**src/rtl/odd_div_pkg.sv**
```systemverilog
// Shared definitions for the odd-ratio divided-clock monitor.
//
// Contents:
//   state_e      - monitor FSM states (IDLE, ARM, MEASURE)
//   DIV_DEFAULT  - default expected division ratio
//   HI_MIN       - lowest acceptable high time for DIV_DEFAULT (DIV/2)
//   HI_MAX       - highest acceptable high time for DIV_DEFAULT (DIV/2+1)
//   hi_min/hi_max helpers - the same bounds for any odd ratio
package odd_div_pkg;

    typedef enum logic [1:0] {
        IDLE    = 2'd0,
        ARM     = 2'd1,
        MEASURE = 2'd2
    } state_e;

    localparam int DIV_DEFAULT = 9;

    // An odd divider cannot be exactly 50% duty; either half-split is legal.
    function automatic int hi_min(input int div);
        return div / 2;
    endfunction

    function automatic int hi_max(input int div);
        return div / 2 + 1;
    endfunction

    localparam int HI_MIN = DIV_DEFAULT / 2;
    localparam int HI_MAX = DIV_DEFAULT / 2 + 1;

endpackage

```
**src/rtl/div_sync_edge.sv**
```systemverilog
// Synchronizer and rising-edge detector for the divided clock under test.
//
// Ports:
//   clk_i    in  1  sampling clock
//   rstn_i   in  1  asynchronous active-low reset
//   d_i      in  1  asynchronous input (divided clock)
//   sync_o   out 1  synchronized level (last synchronizer stage)
//   rise_o   out 1  synchronized level went 0->1 on the last clock edge
module div_sync_edge #(
    parameter int SYNC_STAGES = 2
) (
    input  logic clk_i,
    input  logic rstn_i,
    input  logic d_i,
    output logic sync_o,
    output logic rise_o
);

    logic [SYNC_STAGES-1:0] sync_q;
    logic                   prev_q;

    always_ff @(posedge clk_i or negedge rstn_i) begin
        if (!rstn_i) begin
            sync_q <= '0;
            prev_q <= 1'b0;
        end else begin
            sync_q <= {sync_q[SYNC_STAGES-2:0], d_i};
            prev_q <= sync_q[SYNC_STAGES-1];
        end
    end

    assign sync_o = sync_q[SYNC_STAGES-1];
    // prev_q resets low, so a level already high at reset release counts as a rise.
    assign rise_o = sync_q[SYNC_STAGES-1] & ~prev_q;

endmodule

```
**src/rtl/odd_div_monitor.sv**
```systemverilog
// Receive-side health monitor for an odd-ratio divided clock.
// Measures period and high time (in clk cycles) between synchronized rising
// edges of clk_div_in, flags period/duty errors and reports lock after
// LOCK_CNT consecutive good measurements.
//
// Ports:
//   clk         in  1   reference clock, rising edge
//   rstn        in  1   asynchronous active-low reset
//   en          in  1   monitor enable; low forces IDLE
//   clk_div_in  in  1   divided clock under test (asynchronous)
//   period      out CW  last measured period
//   high_time   out CW  last measured high time
//   meas_valid  out 1   one-cycle strobe when period/high_time update
//   locked      out 1   LOCK_CNT consecutive good measurements seen
//   err_period  out 1   one-cycle strobe: period != DIV, or counter saturated
//   err_duty    out 1   one-cycle strobe: high time outside {DIV/2, DIV/2+1}
//   dbg_state   out 2   current FSM state (state_e encoding)
//
// Strobe semantics: meas_valid, err_period and err_duty are single-cycle
// pulses with no back-pressure; a consumer that needs them must sample every
// cycle. period/high_time are stable from one meas_valid to the next.
module odd_div_monitor
    import odd_div_pkg::*;
#(
    parameter int DIV         = DIV_DEFAULT,
    parameter int CW          = 8,
    parameter int LOCK_CNT    = 4,
    parameter int SYNC_STAGES = 2
) (
    input  logic          clk,
    input  logic          rstn,
    input  logic          en,
    input  logic          clk_div_in,
    output logic [CW-1:0] period,
    output logic [CW-1:0] high_time,
    output logic          meas_valid,
    output logic          locked,
    output logic          err_period,
    output logic          err_duty,
    output logic [1:0]    dbg_state
);

    localparam int GW = (LOCK_CNT < 2) ? 1 : $clog2(LOCK_CNT + 1);

    localparam logic [CW-1:0] DIV_C    = CW'(DIV);
    localparam logic [CW-1:0] HI_MIN_C = CW'(hi_min(DIV));
    localparam logic [CW-1:0] HI_MAX_C = CW'(hi_max(DIV));
    localparam logic [CW-1:0] CNT_MAX  = '1;
    localparam logic [GW-1:0] LOCK_C   = GW'(LOCK_CNT);

    logic sync_out;
    logic rise;

    div_sync_edge #(
        .SYNC_STAGES(SYNC_STAGES)
    ) u_sync (
        .clk_i (clk),
        .rstn_i(rstn),
        .d_i   (clk_div_in),
        .sync_o(sync_out),
        .rise_o(rise)
    );

    state_e        state_q, state_d;
    logic [CW-1:0] per_cnt_q, per_cnt_d;
    logic [CW-1:0] hi_cnt_q, hi_cnt_d;
    logic [GW-1:0] good_cnt_q, good_cnt_d;
    logic          locked_q, locked_d;
    logic [CW-1:0] period_q, period_d;
    logic [CW-1:0] high_time_q, high_time_d;
    logic          meas_valid_q, meas_valid_d;
    logic          err_period_q, err_period_d;
    logic          err_duty_q, err_duty_d;

    always_ff @(posedge clk or negedge rstn) begin
        if (!rstn) begin
            state_q      <= IDLE;
            per_cnt_q    <= '0;
            hi_cnt_q     <= '0;
            good_cnt_q   <= '0;
            locked_q     <= 1'b0;
            period_q     <= '0;
            high_time_q  <= '0;
            meas_valid_q <= 1'b0;
            err_period_q <= 1'b0;
            err_duty_q   <= 1'b0;
        end else begin
            state_q      <= state_d;
            per_cnt_q    <= per_cnt_d;
            hi_cnt_q     <= hi_cnt_d;
            good_cnt_q   <= good_cnt_d;
            locked_q     <= locked_d;
            period_q     <= period_d;
            high_time_q  <= high_time_d;
            meas_valid_q <= meas_valid_d;
            err_period_q <= err_period_d;
            err_duty_q   <= err_duty_d;
        end
    end

    always_comb begin
        state_d      = state_q;
        per_cnt_d    = per_cnt_q;
        hi_cnt_d     = hi_cnt_q;
        good_cnt_d   = good_cnt_q;
        locked_d     = locked_q;
        period_d     = period_q;
        high_time_d  = high_time_q;
        meas_valid_d = 1'b0;
        err_period_d = 1'b0;
        err_duty_d   = 1'b0;

        if (!en) begin
            // Disabling abandons any partial period silently; a rise seen in
            // this same cycle is dropped too.
            state_d    = IDLE;
            per_cnt_d  = '0;
            hi_cnt_d   = '0;
            good_cnt_d = '0;
            locked_d   = 1'b0;
        end else begin
            case (state_q)
                IDLE: begin
                    per_cnt_d  = '0;
                    hi_cnt_d   = '0;
                    good_cnt_d = '0;
                    locked_d   = 1'b0;
                    state_d    = ARM;
                end

                ARM: begin
                    // First rise only establishes the phase reference.
                    if (rise) begin
                        per_cnt_d = CW'(1);
                        hi_cnt_d  = CW'(1);
                        state_d   = MEASURE;
                    end
                end

                MEASURE: begin
                    if (rise) begin
                        period_d     = per_cnt_q;
                        high_time_d  = hi_cnt_q;
                        meas_valid_d = 1'b1;
                        err_period_d = (per_cnt_q != DIV_C);
                        err_duty_d   = (hi_cnt_q != HI_MIN_C) && (hi_cnt_q != HI_MAX_C);
                        if (err_period_d || err_duty_d) begin
                            good_cnt_d = '0;
                            locked_d   = 1'b0;
                        end else begin
                            if (good_cnt_q != LOCK_C) begin
                                good_cnt_d = good_cnt_q + GW'(1);
                            end
                            if (good_cnt_d == LOCK_C) begin
                                locked_d = 1'b1;
                            end
                        end
                        // The rise cycle itself is the first cycle (and first
                        // high cycle) of the next period.
                        per_cnt_d = CW'(1);
                        hi_cnt_d  = CW'(1);
                    end else if (per_cnt_q == CNT_MAX) begin
                        // Stuck input: give up on this period and re-arm
                        // without publishing a measurement.
                        err_period_d = 1'b1;
                        good_cnt_d   = '0;
                        locked_d     = 1'b0;
                        per_cnt_d    = '0;
                        hi_cnt_d     = '0;
                        state_d      = ARM;
                    end else begin
                        per_cnt_d = per_cnt_q + CW'(1);
                        if (sync_out) begin
                            hi_cnt_d = hi_cnt_q + CW'(1);
                        end
                    end
                end

                default: begin
                    state_d = IDLE;
                end
            endcase
        end
    end

    assign period     = period_q;
    assign high_time  = high_time_q;
    assign meas_valid = meas_valid_q;
    assign locked     = locked_q;
    assign err_period = err_period_q;
    assign err_duty   = err_duty_q;
    assign dbg_state  = state_q;

endmodule

```
**config.mk**
```make
export PLATFORM = sky130hd
export DESIGN_NAME = odd_div_monitor
export DESIGN_NICKNAME = d
export VERILOG_FILES = /design/src/rtl/odd_div_pkg.sv /design/src/rtl/div_sync_edge.sv /design/src/rtl/odd_div_monitor.sv
export SDC_FILE = /design/constraint.sdc
export NUM_CORES = 1
export LEC_CHECK = 0
export CAP_MARGIN = 40
export CORE_MARGIN = 2
export CORE_UTILIZATION = 45
export DETAILED_ROUTE_END_ITERATION = 10
export GPL_TIMING_DRIVEN = 0
export MAX_ROUTING_LAYER = met4
export PLACE_DENSITY = 0.66
export SYNTH_ARGS = -nofsm -noshare
export SYNTH_HDL_FRONTEND = slang
export SYNTH_SLANG_ARGS = --single-unit
export TNS_END_PERCENT = 5
```
**constraint.sdc**
```tcl
create_clock -name clk -period 4.3 [get_ports clk]
set_input_delay 1.29 -clock clk [delete_from_list [all_inputs] [get_ports clk]]
set_output_delay 1.29 -clock clk [all_outputs]
set_load 0.1 [all_outputs]
```
# After elaboration in Yosys (flattened, before gate mapping)
# Index checks and enable logic that the tools add are counted.
# word_totals
regBits	44
inputBits	4
output_inout_bits	22
elab_cells	83
# op_classes
eq_ne	16
addsub	3
n_reduce_logical	9
n_bitwise	2
n_mux	41
# ops
op	count
$mux W8	8
$pmux W8 S3	2
$mux W3	9
$add A8 B1 Y8 const B	2
$ne A8 B3 Y1 const B	2
$mux W1	15
$ne A3 B3 Y1 const B	4
$reduce_and A3 Y1	4
$eq A8 B8 Y1 const B	1
$mux W2	4
$ne A8 B4 Y1 const B	1
$pmux W2 S3	1
$pmux W3 S2	1
$ne A5 B4 Y1 const B	1
$ne A5 B5 Y1 const B	1
$ne A4 B1 Y1 const B	1
$ne A4 B4 Y1 const B	1
$reduce_and A2 Y1	2
$add A3 B1 Y3 const B	1
$eq A3 B3 Y1 const B	1
$ne A3 B1 Y1 const B	1
$eq A2 B1 Y1 const B	1
$eq A2 B2 Y1 const B	1
$logic_not A2 Y1	1
other kinds (5)	5

# Depth between registers and ports, before layout
# Gate-level depths: netlist of run 1.
# logic_depth
word_depth	13
ltp_mapped	8
ltp_nobuf	7

# Modules after synthesis
# A second synthesis of run 1 with hierarchy kept.
# unflattened
hier_cells	230
hier_area_um2	2319.7
# modules_own_cells
module	seq_area_each_um2	area_per_inst_um2	n_inst	cells_per_inst
odd_div_monitor	1026.0	2230.9	1	226
div_sync_edge	75.1	88.8	1	4

# Worst setup path after synthesis of run 1
# OpenSTA, ideal clock, no wires.
# synth_path
path_kind	register -> register
start	reg state_q[0] (netlist: dbg_state[0])
end	reg per_cnt_q[4]
path_slack_ns	1.633
n_path_buf	1
period_less_slack_ns	2.667
t_required_ns	4.178
setup_ns	0.122
stages_incl_launch_ff	8
t_arrival_ns	2.545
cell_sequence	dfrtp_1 inv_1 ha_1 or4b_4 o21ai_4 buf_6 o21ai_2 a32o_1
# synth_via
elab_chain_len	3
elab_cells_between_ends	8
cone_classes	eq/ne (4); mux (2); reduce/logical (2)
# synth_lines
element	line_no	text
start: declaration	odd_div_monitor.sv:64	state_e state_q, state_d;
start signal: assignment	odd_div_monitor.sv:88	state_q <= state_d;
$eq A2 B2 Y1, or another cell as far along	odd_div_monitor.sv:122	case (state_q)
$pmux W8 S3, or another cell as far along	odd_div_monitor.sv:122	
$mux W8 / $reduce_and A2 Y1 (equally long branches)	n/a	
end signal: assignment	odd_div_monitor.sv:89	per_cnt_q <= per_cnt_d;
end: declaration	odd_div_monitor.sv:65	logic [CW-1:0] per_cnt_q, per_cnt_d;
# Several ways; a longest one is shown, not always the timed one.
# A chain may end at the register's enable or synchronous reset.

# Final worst setup path of run 1
# layout_path
start	in en
end	reg per_cnt_q[4]
# layout_via
elab_chain_len	2
elab_cells_between_ends	4
cone_classes	eq/ne (2); mux (1); reduce/logical (1)
# layout_lines
element	line_no	text
start: declaration	odd_div_monitor.sv:32	input logic en,
$ne A4 B1 Y1 (no line) / $ne A3 B3 Y1 (equally long branches)	n/a	
$reduce_and A2 Y1 (no line)	n/a	
# Several ways; a longest one is shown, not always the timed one.

==> metrics.md, run 1 <==
| Metric | Value |
|---|---|
| Std-Cell Core Area | 0.00504 mm^2 |
| DRT iter0 DRCs | 120 |
| Layout net count | approximately 310 |
| Longest Clk Path Bufs | 2 |
| Number of inserted diodes | 0 |
| First-pass GRT wire length | between 8000 and 9000 um |
| H-tree levels | 2 |
| Drt via density | 5.32 |
| Leakage power total | 1.39 nW |
| Overflow after GRT | 0 |
| Avg Cell Area, Syn | between 9 and 10 um^2 |
| Async S/R FF share, synth | 100% |
| Commonest non-fill, non-tap cell in the layout | nand2_1 |
| Power Density | around 290 mW/mm^2 |
| CP max stage cell | clkdlybuf4s50_1 |
| Outcome | complete, no violations |
| Yosys reg bits | 44 |
| Initial antenna violation count | 0 |
| FMAX | 346 MHz |
| Ys Warns | 0 |
| Tot GR Track Use | 21.2% |
| Antenna-violating nets left | 0 |
| CTS tree | built |
| Fin. Hold Viols | 0 |
| Peak supply drop | 233 uV |
| Half-perimeter wire length after placement | 3900 um |
| Cts repair resizes | 0 |
| Placed insts | between 300 and 400 |
| CP Cell Sequence | clkdlybuf4s50_1 -> or4b_4 -> o21ai_4 -> buf_6 -> o21ai_2 -> a32o_1 |
| Synth-to-Final Area Change | 33.9% |
| MaxCap Viol Count | 0 |
| Unrepaired setup endpoints after global routing | false |
| IO Port Bufs | 25 |
| Clock Sinks | 44 |
| Setup Fix Bufs, Post-CTS | 0 |
| Pin slew with the least headroom to its limit | 722 ps |
| Non-Filler Instances | 370 |
| CP Class | in2reg |
| Minimum clock period | ~2900 ps |
| Setup crit start kind | primary input |
| Die ar. | ~0.0058 mm^2 |
| Hold-fix buffers, CTS | 0 |
| Clock-pin slew on the worst setup and hold paths | 80 ps |
| Distinct cell type count after synthesis | 49 |
| Most frequent cells in the layout | nand2_1, dfrtp_1, clkdlybuf4s50_1 |
| CP delay by family, top | buffers and inverters |
| Routed len/inst | 14.2 um |
| Row cnt | 26 |
| EDFF count, synth | 0 |
| Buf+Inv Stages, Crit Path | 2 |
| Drt first pass iters | 4 |
| Vias in the first global route | 1873 |
| Crit end category | register |
| Register area share after synthesis | a little under half |
| Initial core utilization | 46.1% |
| Final wirelength | 5240 um |
| Power Total | 895 uW |
| Skew-Pair Late Insertion Delay | 300 ps |
| Final setup fails | 0 |
| Req. time, crit path | 4490 ps |
| Top-Level Pins | 26 |
| DIE WIDTH | 75.9 um |
| Placer Congestion | 0.835 |
| Slew Viols, Final | 0 |
| Syn nets | approximately 260 |
| Total CTS buffers | 5 |
| Mapped Cells | 244 |
| Max_slew headroom | 51.7% |
| Clock root cell | clkbuf_8 |
| HP Class | reg2reg |
| Fin crit share | 67.2% |
| Crit Path Max Fanout | 10 |
| Die Ht | 75.9 um |
| Arrival @ worst endpoint | 3080 ps |
| Most used DFF post-synth | dfrtp_1 |
| CP max stage delay | 620 ps |
| Largest net degree at the start of global routing | 26 |
| Setup Total Neg Slack | 0 ps |
| Share of cells above drive strength 1 | 17.0% |
| Drt drc | 0 |
| Mapped Area | 0.00233 mm^2 |
| Setup Skew | 6.53 ps |
| Vias post-DR | ~2000 |
==> layout make-up <==
cell class	instances	area, um^2
fill	417	1930
sequential	44	1100
timing repair buffer	48	608
inverter	15	56.3
multi-input combinational	175	1110
tap	70	87.6
clock buffer	6	82.6
buffer	10	61.3
clock inverter	2	10.0
==> final timing paths <==
kind / to / slack [ps] / cells after the start / startpoint
max in group asynchronous: hi_cnt_q[4] / 2880 / 2 / rstn
hold / removal: u_sync.sync_q[1] / 360 / 0 / u_sync.sync_q[0]
hold reg to reg: u_sync.sync_q[1] / 360 / 0 / u_sync.sync_q[0]
setup reg to reg: per_cnt_q[4] / 2160 / 7 / dbg_state[0]
setup / recovery: per_cnt_q[4] / 1410 / 6 / en
min in group asynchronous: hi_cnt_q[6] / 940 / 1 / rstn
==> through the flow <==
step	util [%]	setup WS [ps]	area (um^2)	hold slack, ps
after floorplan	-	1630	2330	331
after global placement	52.8	766	2660	335
after detailed placement	59.9	1090	3020	342
after CTS	61.8	1410	3110	360
after global routing	61.8	1290	3110	374
final	61.8	1410	3110	361
==> per-layer routing <==
metal | global-route usage, % | vias up | wire [um]
met4 | 5.07 | 0 | 51
met3 | 3.70 | 5 | 195
met2 | 33.5 | 52 | 2490
li1 | - | 987 | -
met5 | - | - | 0
met1 | 28.5 | 924 | 2500
==> flip-flops by register name (all words and copies together), names as in the netlist <==
name           flops
u_sync.prev_q      1
high_time          8
good_cnt_q         3
err_period         1
u_sync.sync_q      2
hi_cnt_q           8
err_duty           1
dbg_state          2
per_cnt_q          8
locked             1
period             8
meas_valid         1
==> worst register-to-register path, stage by stage (launching register included) <==
cell,delay [ps]
dfrtp_1,410
inv_1,100
ha_1,300
or4b_4,580
o21ai_4,140
buf_6,200
o21ai_2,70
a32o_1,240
==> logic make-up (layout without fill, tap and decap cells) <==
| logic type | after synthesis | in the layout | share of synthesized area [%] |
|---|---|---|---|
| muxes | 1 | 1 | 0.430 |
| DFF | 44 | 44 | 47.3 |
| and+or+nand+nor | 104 | 104 | 23.2 |
| AOI/OAI and AO/OA | 59 | 59 | 18.1 |
| adders and majority gates | 11 | 11 | 5.92 |
| buffers and inverters | 25 | 81 | 5.06 |
==> where the power goes <==
part | internal, mW | total [mW] | switching, mW
combinational | 0.0700 | 0.195 | 0.125
sequential | 0.422 | 0.433 | 0.0114
clock | 0.128 | 0.267 | 0.139
==> synth_stat cells, types with 5 or more instances <==
| cell type | n | share of area, % |
|---|---|---|
| dfrtp_1 | 44 | 47 |
| ha_1 | 11 | 5.9 |
| o21ai_0 | 10 | 2.2 |
| o31ai_1 | 7 | 2.3 |
| nand3_1 | 7 | 1.5 |
| nand2_1 | 51 | 8.2 |
| nor2_1 | 10 | 1.6 |
| nand4_1 | 5 | 1.3 |
| and3_1 | 5 | 1.3 |
| a21oi_1 | 12 | 2.6 |
| inv_1 | 15 | 2.4 |
Note: power is estimated with default switching activity, not from simulation.
==> run 2: changes to the inputs <==
- clock period: 4.3 -> 2.8 ns (I/O delays scaled with it)
==> results of run 2 <==
The final DEF is identical to that of run 1. Status: complete, no violations.
Among the figures that moved: setup slack after placement 1090 ps -> 41.8 ps; setup slack after layout 1410 ps -> 358 ps; register-to-register setup slack 2160 ps -> 660 ps; total power 0.895 mW -> 1.37 mW; worst IR drop on VDD 233 uV -> 359 uV
